`src/rtl/muldiv_unit.sv`:
```
// Iterative RV32M multiply/divide unit: one shift-add or restoring-divide step per
// cycle on operand magnitudes, then one sign-fixup cycle before DONE.
module muldiv_unit #(
  parameter int XLEN = 32
) (
  input  logic            clk,
  input  logic            rst,
  input  logic            start,
  input  logic [2:0]      op,
  input  logic [XLEN-1:0] rs1_data,
  input  logic [XLEN-1:0] rs2_data,
  input  logic [4:0]      rd_in,
  output logic            busy,
  output logic            done,
  output logic [XLEN-1:0] result,
  output logic [4:0]      rd_out
);

  localparam int CW = $clog2(XLEN + 1);

  localparam logic [2:0] OP_MUL    = 3'b000;
  localparam logic [2:0] OP_MULH   = 3'b001;
  localparam logic [2:0] OP_MULHSU = 3'b010;
  localparam logic [2:0] OP_MULHU  = 3'b011;
  localparam logic [2:0] OP_DIV    = 3'b100;
  localparam logic [2:0] OP_DIVU   = 3'b101;
  localparam logic [2:0] OP_REM    = 3'b110;
  localparam logic [2:0] OP_REMU   = 3'b111;

  typedef enum logic [1:0] {
    IDLE = 2'd0,
    CALC = 2'd1,
    DONE = 2'd2
  } state_t;

  state_t            state_q, state_d;
  logic [CW-1:0]     cnt_q, cnt_d;
  logic [2:0]        op_q, op_d;
  logic              neg_q, neg_d;
  logic              rem_neg_q, rem_neg_d;
  logic              dz_q, dz_d;
  logic [XLEN-1:0]   acc_q, acc_d;
  logic [XLEN-1:0]   lo_q, lo_d;
  logic [XLEN-1:0]   opa_q, opa_d;
  logic [XLEN-1:0]   result_q, result_d;
  logic [4:0]        rd_q, rd_d;
  logic [4:0]        rd_lat_q, rd_lat_d;

  // Operand conditioning at accept time
  logic              a_signed, b_signed, a_neg, b_neg;
  logic [XLEN-1:0]   a_mag, b_mag;

  always_comb begin
    a_signed = (op == OP_MULH) || (op == OP_MULHSU) || (op == OP_DIV) || (op == OP_REM);
    b_signed = (op == OP_MULH) || (op == OP_DIV) || (op == OP_REM);
    a_neg    = a_signed && rs1_data[XLEN-1];
    b_neg    = b_signed && rs2_data[XLEN-1];
    a_mag    = a_neg ? (~rs1_data + 1'b1) : rs1_data;
    b_mag    = b_neg ? (~rs2_data + 1'b1) : rs2_data;
  end

  // Per-iteration datapath
  logic [XLEN:0]     mul_sum;
  logic [XLEN:0]     div_trial;
  logic [2*XLEN-1:0] prod_fix;
  logic [XLEN-1:0]   quot_fix, rem_fix;

  always_comb begin
    mul_sum   = {1'b0, acc_q} + {1'b0, (lo_q[0] ? opa_q : {XLEN{1'b0}})};
    div_trial = {acc_q, lo_q[XLEN-1]} - {1'b0, opa_q};
    prod_fix  = neg_q ? (~{acc_q, lo_q} + 1'b1) : {acc_q, lo_q};
    quot_fix  = neg_q ? (~lo_q + 1'b1) : lo_q;
    rem_fix   = rem_neg_q ? (~acc_q + 1'b1) : acc_q;
  end

  always_comb begin
    state_d   = state_q;
    cnt_d     = cnt_q;
    op_d      = op_q;
    neg_d     = neg_q;
    rem_neg_d = rem_neg_q;
    dz_d      = dz_q;
    acc_d     = acc_q;
    lo_d      = lo_q;
    opa_d     = opa_q;
    result_d  = result_q;
    rd_d      = rd_q;
    rd_lat_d  = rd_lat_q;

    case (state_q)
      IDLE, DONE: begin
        if (start) begin
          state_d   = CALC;
          cnt_d     = '0;
          op_d      = op;
          rd_lat_d  = rd_in;
          neg_d     = a_neg ^ b_neg;
          rem_neg_d = a_neg;
          dz_d      = (rs2_data == '0);
          acc_d     = '0;
          // Division keeps the divisor in opa and shifts the dividend out of lo
          if (op[2]) begin
            opa_d = b_mag;
            lo_d  = a_mag;
          end else begin
            opa_d = a_mag;
            lo_d  = b_mag;
          end
        end else if (state_q == DONE) begin
          state_d = IDLE;
        end
      end

      CALC: begin
        if (cnt_q == CW'(XLEN)) begin
          state_d = DONE;
          rd_d    = rd_lat_q;
          case (op_q)
            OP_MUL:                       result_d = prod_fix[XLEN-1:0];
            OP_MULH, OP_MULHSU, OP_MULHU: result_d = prod_fix[2*XLEN-1:XLEN];
            OP_DIV:                       result_d = dz_q ? {XLEN{1'b1}} : quot_fix;
            OP_DIVU:                      result_d = lo_q;
            OP_REM:                       result_d = rem_fix;
            default:                      result_d = acc_q;
          endcase
        end else begin
          cnt_d = cnt_q + 1'b1;
          if (op_q[2]) begin
            // Restoring step: keep the subtraction only if it did not go negative
            if (!div_trial[XLEN]) begin
              acc_d = div_trial[XLEN-1:0];
              lo_d  = {lo_q[XLEN-2:0], 1'b1};
            end else begin
              acc_d = {acc_q[XLEN-2:0], lo_q[XLEN-1]};
              lo_d  = {lo_q[XLEN-2:0], 1'b0};
            end
          end else begin
            acc_d = mul_sum[XLEN:1];
            lo_d  = {mul_sum[0], lo_q[XLEN-1:1]};
          end
        end
      end

      default: state_d = IDLE;
    endcase
  end

  always_ff @(posedge clk or posedge rst) begin
    if (rst) begin
      state_q   <= IDLE;
      cnt_q     <= '0;
      op_q      <= '0;
      neg_q     <= 1'b0;
      rem_neg_q <= 1'b0;
      dz_q      <= 1'b0;
      acc_q     <= '0;
      lo_q      <= '0;
      opa_q     <= '0;
      result_q  <= '0;
      rd_q      <= '0;
      rd_lat_q  <= '0;
    end else begin
      state_q   <= state_d;
      cnt_q     <= cnt_d;
      op_q      <= op_d;
      neg_q     <= neg_d;
      rem_neg_q <= rem_neg_d;
      dz_q      <= dz_d;
      acc_q     <= acc_d;
      lo_q      <= lo_d;
      opa_q     <= opa_d;
      result_q  <= result_d;
      rd_q      <= rd_d;
      rd_lat_q  <= rd_lat_d;
    end
  end

  assign busy   = (state_q == CALC);
  assign done   = (state_q == DONE);
  assign result = result_q;
  assign rd_out = rd_q;

endmodule

```
`config.mk`:
```
export PLATFORM = sky130hd
export DESIGN_NAME = muldiv_unit
export DESIGN_NICKNAME = d
export VERILOG_FILES = /design/src/rtl/muldiv_unit.sv
export SDC_FILE = /design/constraint.sdc
export NUM_CORES = 1
export LEC_CHECK = 0
export BUFFER_PORTS_ARGS = -buffer_cell sky130_fd_sc_hd__buf_2
export CORE_ASPECT_RATIO = 0.75
export CORE_MARGIN = 2
export CORE_UTILIZATION = 50
export CTS_BUF_LIST = sky130_fd_sc_hd__clkbuf_4
export DETAILED_ROUTE_END_ITERATION = 10
export PLACE_DENSITY = 0.76
export SETUP_SLACK_MARGIN = 0.3
export SYNTH_ARGS = -nofsm -noshare
export SYNTH_HDL_FRONTEND = slang
export SYNTH_SLANG_ARGS = --single-unit
```
`constraint.sdc`:
```
create_clock -name clk -period 4.25 [get_ports clk]
set_input_delay 0.425 -clock clk [delete_from_list [all_inputs] [get_ports clk]]
set_output_delay 0.425 -clock clk [all_outputs]
set_load 0.05 [all_outputs]
```
* After elaboration in Yosys (flattened, before gate mapping)
Cells that the tools add are included.
** Word-level totals
- Output and inout bits :: 39
- Bits in registers :: 152
- Bits of input ports :: 75
** Cells by class
- Eq/ne operators :: 17
- Mux-type cells :: 27
- Add/subtract/negate cells :: 8
- Bitwise gates (word level) :: 6
- Reductions and logical operators :: 17
** Operator list (number)
- 2-to-1 mux 32 bit :: 15
- one-hot mux 32 bit (5 select lines) :: 1
- adder 32 x 1 -> 32 bit, second input constant :: 4
- inverter 32 bit :: 4
- one-hot mux 32 bit (2 select lines) :: 2
- adder 64 x 1 -> 64 bit, second input constant :: 1
- 2-to-1 mux 64 bit :: 1
- inverter 64 bit :: 1
- adder 32 x 32 -> 33 bit :: 1
- subtractor 33 x 32 -> 33 bit :: 1
- logical NOT 32 bit :: 1
- equality test 3 bit, second input constant :: 5
- 2-to-1 mux 6 bit :: 2
- one-hot mux 6 bit (2 select lines) :: 1
- equality test 3 x 2 -> 1 bit, second input constant :: 3
- adder 6 x 1 -> 6 bit, second input constant :: 1
- equality test 3 x 1 -> 1 bit, second input constant :: 2
- equality test 6 bit, second input constant :: 1
- 2-to-1 mux 2 bit :: 3
- AND reduction 2 bit :: 3
- logical OR 1 bit :: 5
- inequality test 2 bit, second input constant :: 2
- one-hot mux 2 bit (2 select lines) :: 1
- logical NOT 3 bit :: 1
- other kinds (12) :: 13

* Longest topological paths before layout
Gate-level depths: netlist of run 1.
- Word-level depth :: 9
- Depth in mapped cells :: 14
- Gate-level depth less buffers :: 13

* Worst setup path after synthesis of run 1
OpenSTA, ideal clock, no wires.
- Path type :: reg2reg
- From :: reg lo_q[31]
- To :: reg acc_q[27]
- Data arrival time :: 3.595 ns
- Data required time :: 4.110 ns
- Path buffers :: 2
- Setup slack :: 0.515 ns
- Period minus slack after synthesis :: 3.735 ns
- Stages on the path, launching flop included :: 14
- Path through :: dfrtp_1 > clkbuf_1 > inv_1 > ha_1 > fa_1 > nand2b_1 > a21oi_1 > o211ai_1 > a21oi_1 > a2111oi_0 > a311oi_1 > clkbuf_1 > mux2i_1 > o221ai_1
** On the way
- Longest elaborated chain between the ends :: 5
** RTL lines
- from (decl) :: RTL line 43 : logic [XLEN-1:0] lo_q, lo_d;
- from (signal assigned) :: RTL line 170 : lo_q <= lo_d;
- subtractor 33 x 32 -> 33 bit :: RTL line 70 : div_trial = {acc_q, lo_q[XLEN-1]} - {1'b0, opa_q};
- 2-to-1 mux 32 bit :: RTL line 130 : if (!div_trial[XLEN]) begin
- 2-to-1 mux 32 bit :: RTL line 128 : if (op_q[2]) begin
- 2-to-1 mux 32 bit :: RTL line 115 : if (cnt_q == CW'(XLEN)) begin
- one-hot mux 32 bit (2 select lines) :: RTL line 90 : case (state_q)
- to (signal assigned) :: RTL line 156 : acc_q <= '0;
- to (signal assigned) :: RTL line 169 : acc_q <= acc_d;
- to (decl) :: RTL line 42 : logic [XLEN-1:0] acc_q, acc_d;
No other way between the ends. The select of a mux whose other input is x is not followed.
A chain may end at the register's enable or synchronous reset.

* Final worst setup path of run 1
- From :: reg lo_q[18]
- To :: reg result_q[16], in the netlist result[16]
** On the way
- Longest elaborated chain between the ends :: 4
** RTL lines
- inverter 64 bit :: RTL line 71 : prod_fix = neg_q ? (~{acc_q, lo_q} + 1'b1) : {acc_q, lo_q};
- adder 64 x 1 -> 64 bit :: RTL line 71
- 2-to-1 mux 64 bit :: RTL line 71
- one-hot mux 32 bit (5 select lines) :: RTL line 118 : case (op_q)
- to (signal assigned) :: RTL line 172 : result_q <= result_d;
- to (decl) :: RTL line 45 : logic [XLEN-1:0] result_q, result_d;
No other way between the ends.

==> run_results.csv, run 1 <==
group,metric,value,unit
critical_path,reg2reg_from,"lo_q[18]",
finish,fillCellCount,2841,
job,drv_cap,0,
floorplan,die_w,204.2,um
pwr,power,15750,uW
sta,fmax,261.3,MHz
placement,portBuffers,113,
pwr,peakVddDrop,666.7,uV
critical_path,crit_buf_inv,0,
floorplan,initial_core_util,51.25,%
route,ant_nets,0,
sta,setup_slack,0.4232,ns
critical_path,critPathRequiredTime,4.79,ns
placement,dp_cells,2466,
critical_path,criticalPathCategory,"reg -> reg",
route,wirelength,53.98,mm
clock_tree,cts_buffers,17,
finish,fin_area,16390,sq um
finish,layout.nets,2246,
grt,grt_usage,33.52,%
critical_path,cp_slowest_cell,"or4_1",
worst_hold_path,hold_path.class,"in -> reg",
yosys,synthDominantCellAreaShare,25.31,%
sta,finalCritPeriodShare,90.04,%
finish,n_antenna_cell,0,
critical_path,critPathLaunchType,"register",
floorplan,num_rows,54,
finish,synthToLayoutAreaGrowth,9.067,%
yosys,synth_edf_count,0,
clock_tree,htree_levels,4,
critical_path,max_stage_delay,0.64,ns
grt,grt_pass1_vias,14170,
yosys,ys_seq_area_share,25.31,%
grt,grt_max_degree,76,
finish,fin_cells,2504,
yosys,synth_nets,2203,
grt,grt_pass1_wl,81.78,mm
clock_tree,cts_root_buf,"clkbuf_4",
run_status,status,"complete, no violations",
critical_path,end_kind,"register",
yosys,ys.flop_type,"dfrtp_1",
pwr,p_per_area,960.7,nW/um^2
sta,drv_slew,0,
sta,fin_tns_setup,0,ns
clock_tree,path_clk_slew,0.17,ns
placement,placedInstanceArea,15990,sq um
sta,worst_slew_pin_slew,1.109,ns
critical_path,arrival,4.36,ns
route,wl_per_cell,21.56,um
critical_path,path_cells,"or3_4 -> or4_4 -> or4_1 -> or4_1 -> o41a_1 -> or2_0 -> a2111oi_1 -> o21ai_1",
floorplan,die_y,154.1,um
sta,finClkSkew,0.03029,ns
yosys,netlist_top_cells_count,"nor2_1 (228), nand2_1 (226), a21oi_1 (209)",
placement,hpwl,41.10,mm
critical_path,worstSetupPathDepth,8,
sta,hold_violations,0,
yosys,synth_seq_cells,152,
sta,period_needed,3.827,ns
route,drt_pre_antenna_iters,7,
critical_path,worst-path-max-fanout,10,
finish,drive_above_1_share,11.27,%
floorplan,ios,114,
critical_path,regToRegSetupSlack,0.42,ns
clock_tree,cts.path.max_buffers,2,
placement,place.gp.congestion,1.024,
critical_path,r2r-end,"result[16]",
yosys,avgSynthCellArea,7.309,sq um
clock_tree,postCtsSetupRepairBufs,0,
route,drc_errors,0,
critical_path,crit_end,"result[16]",
floorplan,die_area,31470,sq um
route,viasPerCell,6.383,
yosys,synth_cell_types,77,
yosys,async_reset_ff_share,100.0,%
critical_path,r2r_cells,8,
yosys,yosys.area.top_type,"dfrtp_1",
critical_path,path_delay_family,"simple AND/OR/NAND/NOR gates",
clock_tree,clk_latency,0.64,ns
yosys,synth_area,15030,sq um
route,via_count,15980,
critical_path,critPathLaunch,"lo_q[18]",
clock_tree,cts_tree,"yes",
yosys,synthMostInstantiatedCell,"nor2_1",
grt,antenna_found_initial,0,
sta,slew_headroom,26.00,%
placement,place_ws,0.4358,ns
sta,setup_viol,0,
yosys,yosys_warnings,0,
floorplan,core_area,29320,sq um
sta,rsz0062_at_grt,"no",
yosys,yosys-top-cells-area,"dfrtp_1 (25%), a21oi_1 (7.0%), o21ai_0 (6.9%), ha_1 (5.8%), nor2_1 (5.7%)",
critical_path,cpMostUsedCell,"or4_1",
yosys,netlist_instances,2056,
clock_tree,cts_sinks,152,
pwr,p_leak,0.007190,uW
route,drt-initial-drc-count,1954,
grt,overflow,0,
## power by group
| part | total (uW) | internal [uW] | switching, uW |
|---|---|---|---|
| logic | 11400 | 4440 | 6990 |
| clock network | 1030 | 375 | 657 |
| registers | 3280 | 2130 | 1150 |
| total | 15700 | 6950 | 8800 |
## metrics by stage
step	util, %	hold slack (ns)
3_3_place_gp	54.54	0.4455
5_1_grt	55.90	0.05991
3_5_place_dp	54.54	0.4573
6_report	55.90	0.07935
4_1_cts	55.80	0.05154
2_1_floorplan	-	0.4386
## sequential cells by signal, indices dropped and copies added (netlist names)
signal,cells
rd_lat_q,5
result,32
neg_q,1
opa_q,32
op_q,3
lo_q,32
cnt_q,6
acc_q,32
rem_neg_q,1
state_q,2
dz_q,1
rd_out,5
## timing repair
item,4_1_cts,5_1_grt
hold buffers,6,0
setup endpoints to repair,0,2
gates resized for setup,0,6
endpoints found under the hold margin,36,0
## worst min-delay path by stage
stage                            from        end  slack [ns]  cells after the start
final                           op[1]    op_q[1]        0.08                      3
after global routing            op[1]    op_q[1]        0.06                      3
after CTS                       op[1]    op_q[1]        0.05                      3
after detailed placement  rd_lat_q[1]  rd_out[1]        0.46                      2
after global placement    rd_lat_q[3]  rd_out[3]        0.45                      2
after floorplan           rd_lat_q[0]  rd_out[0]        0.44                      2
## cell type report
type | instances | area, sq um | share of cell area [%]
Sequential cell | 152 | 3807 | 23.23
Multi-Input combinational cell | 1688 | 10470 | 63.86
Tap cell | 392 | 490.5 | 2.992
Timing Repair Buffer | 173 | 1059 | 6.458
Clock inverter | 15 | 183.9 | 1.122
Inverter | 67 | 255.2 | 1.557
Clock buffer | 17 | 127.6 | 0.7786
## layout by cell type (no fill, tap or decap), types with 6 or more instances in the layout
cell type	instances
nand2_1	226
nor2_1	226
a21oi_1	209
o21ai_0	207
dfrtp_1	149
buf_2	112
xnor2_1	90
xor2_1	74
ha_1	70
inv_1	63
nor3_1	59
mux2i_1	59
buf_4	53
a31oi_1	36
a21o_1	32
o211ai_1	29
or3_1	27
a22oi_1	26
o31ai_1	24
a211oi_1	21
nand3_1	19
nand2b_1	18
and3_1	17
clkbuf_4	17
nor2b_1	15
or4_1	15
o21a_1	15
nor4_1	14
o221ai_1	14
nand4_1	13
or2_2	11
o41ai_1	10
o22ai_1	9
and2_1	7
o31a_1	7
a21boi_0	6
dlygate4sd3_1	6
## kinds of logic after synthesis
group           Yosys count  synth area share, %
xor+xnor                164                9.558
fa+ha+maj                72                6.094
simple gates            695                21.26
flops                   152                25.31
buf+inv                 216                5.428
compound gates          693                28.05
mux                      64                4.304
## worst register-to-register path, delay by kind of cell, from the launching register on
| kind | cells | cell delay (ns) |
|---|---|---|
| flops | 1 | 0.48 |
| simple gates | 5 | 2.23 |
| compound gates | 3 | 1.02 |
## layer usage
layer,global-route usage (%),vias up,part of all wire (%)
met5,0,-,0
met3,8.203,112,12
met4,10.90,0,3.4
met2,48.65,902,41
met1,48.48,7502,43
li1,-,7467,-
Note: power is estimated with default switching activity, not from simulation.
==> run 2: changes to the inputs <==
--- a/config.mk
+++ b/config.mk
@@ -5,13 +5,14 @@
 export SDC_FILE = /design/constraint.sdc
 export NUM_CORES = 1
 export LEC_CHECK = 0
+export ABC_AREA = 1
 export BUFFER_PORTS_ARGS = -buffer_cell sky130_fd_sc_hd__buf_2
 export CORE_ASPECT_RATIO = 0.75
 export CORE_MARGIN = 2
 export CORE_UTILIZATION = 50
 export CTS_BUF_LIST = sky130_fd_sc_hd__clkbuf_4
 export DETAILED_ROUTE_END_ITERATION = 10
-export PLACE_DENSITY = 0.76
+export PLACE_DENSITY = 0.75
 export SETUP_SLACK_MARGIN = 0.3
 export SYNTH_ARGS = -nofsm -noshare
 export SYNTH_HDL_FRONTEND = slang
==> run 2 against run 1 <==
- the run now ends with hold timing left
- clock power is 5% higher
- global-route usage grew 7.4 points
- synthesized cell count up 64%
- core utilization is 1.8 points lower
- maximum frequency up 21%
- sequential power decreased by 56%
- first-iteration DRC count is 90% higher
- critical endpoint is now acc_q[13]
- highest routed layer is now met5
==> run_results.csv, run 2 <==
group,metric,value,unit
grt,grt_max_degree,153,
clock_tree,cts_root_buf,"clkbuf_4",
route,via_count,22840,
sta,setup_viol,0,
sta,fin_tns_setup,0,ns
sta,rsz0062_at_grt,"no",
run_status,status,"finished with violations",
floorplan,die_w,226.3,um
yosys,yosys.area.top_type,"nand2_1",
sta,timing.hold.ws,-0.03254,ns
grt,grt_usage,40.88,%
clock_tree,cts.path.max_buffers,2,
grt,grt_pass1_wl,118.6,mm
yosys,avgSynthCellArea,5.496,sq um
clock_tree,clk_latency,0.66,ns
finish,multi_input_area,12480,sq um
worst_hold_path,hold_path.class,"in -> async",
clock_tree,cts_sinks,152,
clock_tree,cts_tree,"yes",
placement,hpwl,62.91,mm
floorplan,core_area,36790,sq um
floorplan,die_y,170.7,um
sta,period_needed,3.159,ns
floorplan,num_rows,61,
yosys,netlist_top_cells_count,"nand2_1 (1137), inv_1 (465), nor2_1 (409)",
yosys,synth_seq_cells,152,
sta,hold_violations,22,
yosys,synth_edf_count,0,
route,drc_errors,0,
floorplan,die_area,38630,sq um
sta,drv_slew,0,
yosys,netlist_instances,3371,
yosys,yosys-top-cells-area,"nand2_1 (23%), dfrtp_1 (21%), inv_1 (9.4%), nand3_1 (9.0%), nor2_1 (8.3%)",
clock_tree,path_clk_slew,0.19,ns
route,drt_pre_antenna_iters,7,
yosys,ys.flop_type,"dfrtp_1",
placement,portBuffers,113,
route,wl_per_cell,20.19,um
critical_path,critPathRequiredTime,4.79,ns
critical_path,end_kind,"register",
finish,fillCellCount,4038,
yosys,synthDominantCellAreaShare,23.03,%
pwr,p_leak,0.01098,uW
clock_tree,cts_resized,0,
finish,drive_above_1_share,6.794,%
sta,finClkSkew,0.04957,ns
yosys,async_reset_ff_share,100.0,%
grt,antenna_found_initial,2,
yosys,synth_area,18530,sq um
yosys,synth_cell_types,49,
yosys,yosys_warnings,0,
sta,slew_headroom,32.11,%
critical_path,worst-path-max-fanout,34,
pwr,peakVddDrop,185.3,uV
route,drt-initial-drc-count,3721,
sta,worst_slew_pin_slew,1.008,ns
finish,final_common_cell,"nand2_1",
yosys,ys_seq_area_share,20.53,%
sta,finalCritPeriodShare,74.34,%
finish,synthToLayoutAreaGrowth,7.401,%
finish,layout.nets,3578,
job,drv_cap,0,
floorplan,initial_core_util,50.36,%
grt,grt_pass1_vias,19710,
critical_path,critPathLaunchType,"register",
grt,overflow,0,
clock_tree,htree_levels,4,
clock_tree,cts_buffers,17,
floorplan,ios,114,
finish,final_cell_mix,"nand2_1 (1137), inv_1 (463), nor2_1 (408)",
placement,place.gp.congestion,1.071,
route,wirelength,79.75,mm
critical_path,arrival,3.70,ns
yosys,synthMostInstantiatedCell,"nand2_1",
run_status,violations,"hold timing",
route,viasPerCell,5.782,
finish,seq_area,3806,sq um
pwr,p_per_area,143.5,nW/um^2
route,ant_nets,0,
sta,fmax,316.5,MHz
yosys,synth_nets,3518,
critical_path,criticalPathCategory,"reg -> reg",
-- run 2: cell types whose count changed in the layout (fill, tap and decap cells not counted), moves of 34 or more --
cell and change:
inv_1 +400, mux2i_1 -59, nand2_1 +911, nand3_1 +316, nor2_1 +182, xnor2_1 -79, xor2_1 -34
-- run 2: metrics by stage --
step	util (%)	total power (uW)	setup slack (ns)	instances	instance area, sq um
after global routing	54.09	2948	0.8782	3950	19900
final	54.09	2856	1.091	3950	19900
after detailed placement	53.02	1786	1.278	3910	19510
after CTS	54.08	2849	1.226	3948	19890
after floorplan	-	1660	1.645	3371	18530
after global placement	53.02	1786	1.366	3910	19510
-- run 2: critical path, cell delays in order (launching register included) --
cell and delay, ns:
dfrtp_1 0.36, buf_4 0.35, nand2_1 0.14, inv_1 0.09, ha_1 0.22, inv_1 0.08
fa_1 0.41, o21ai_0 0.43, nand2_1 0.10, nand2_1 0.14, nand2_1 0.06, nand2_1 0.15
o21ai_0 0.10, a21oi_1 0.19, nor2_1 0.06, o21ai_1 0.10, nand2_1 0.06
-- run 2: worst paths after layout --
kind / start / to / slack [ns] / cells after the start
setup / recovery: lo_q[0] / acc_q[13] / 1.09 / 16
hold / removal: rst / cnt_q[3] / -0.03 / 3
setup reg to reg: lo_q[0] / acc_q[13] / 1.09 / 16
hold reg to reg: result[8] / result[8] / 0.49 / 2
max in group asynchronous: rst / acc_q[19] / 3.57 / 3
min in group clk: rs2_data[30] / dz_q / 0.09 / 4
-- run 2: metal layers --
layer	wire length, um	global-route usage (%)	vias up
met5	13	0	-
met2	29610	54.28	1543
met3	12750	13.40	151
li1	-	-	10900
met4	2364	11.38	2
met1	35010	61.61	10240
-- run 2: timing repair --
action / 4_1_cts / 5_1_grt
setup buffers: 0 / 0
hold buffers: 6 / 0
hold endpoints to repair: 6 / 0
-- run 2: where the power goes --
part / total, uW / internal (uW) / switching, uW
combinational: 327 / 95.7 / 232
sequential: 1450 / 1450 / 0
clock: 1080 / 386 / 695
total: 2860 / 1930 / 927
-- run 2: area by class of cell --
class	instances	area share [%]
Antenna cell	2	0.02515
Clock buffer	17	0.6413
Sequential cell	152	19.13
Timing Repair Buffer	150	4.376
Tap cell	504	3.169
Clock inverter	15	1.006
Inverter	472	8.922
Multi-Input combinational cell	2638	62.73
-- run 2: kinds of logic (layout without fill, tap and decap cells) --
logic type      count (synthesis)  count (layout)  synth area share [%]
simple gates                 2018            2018                 45.19
fa+ha+maj                      72              72                 4.943
buf+inv                       581             654                 12.11
flops                         152             152                 20.53
other cells                     0               2                     0
compound gates                497             497                 14.82
xor+xnor                       51              51                 2.411
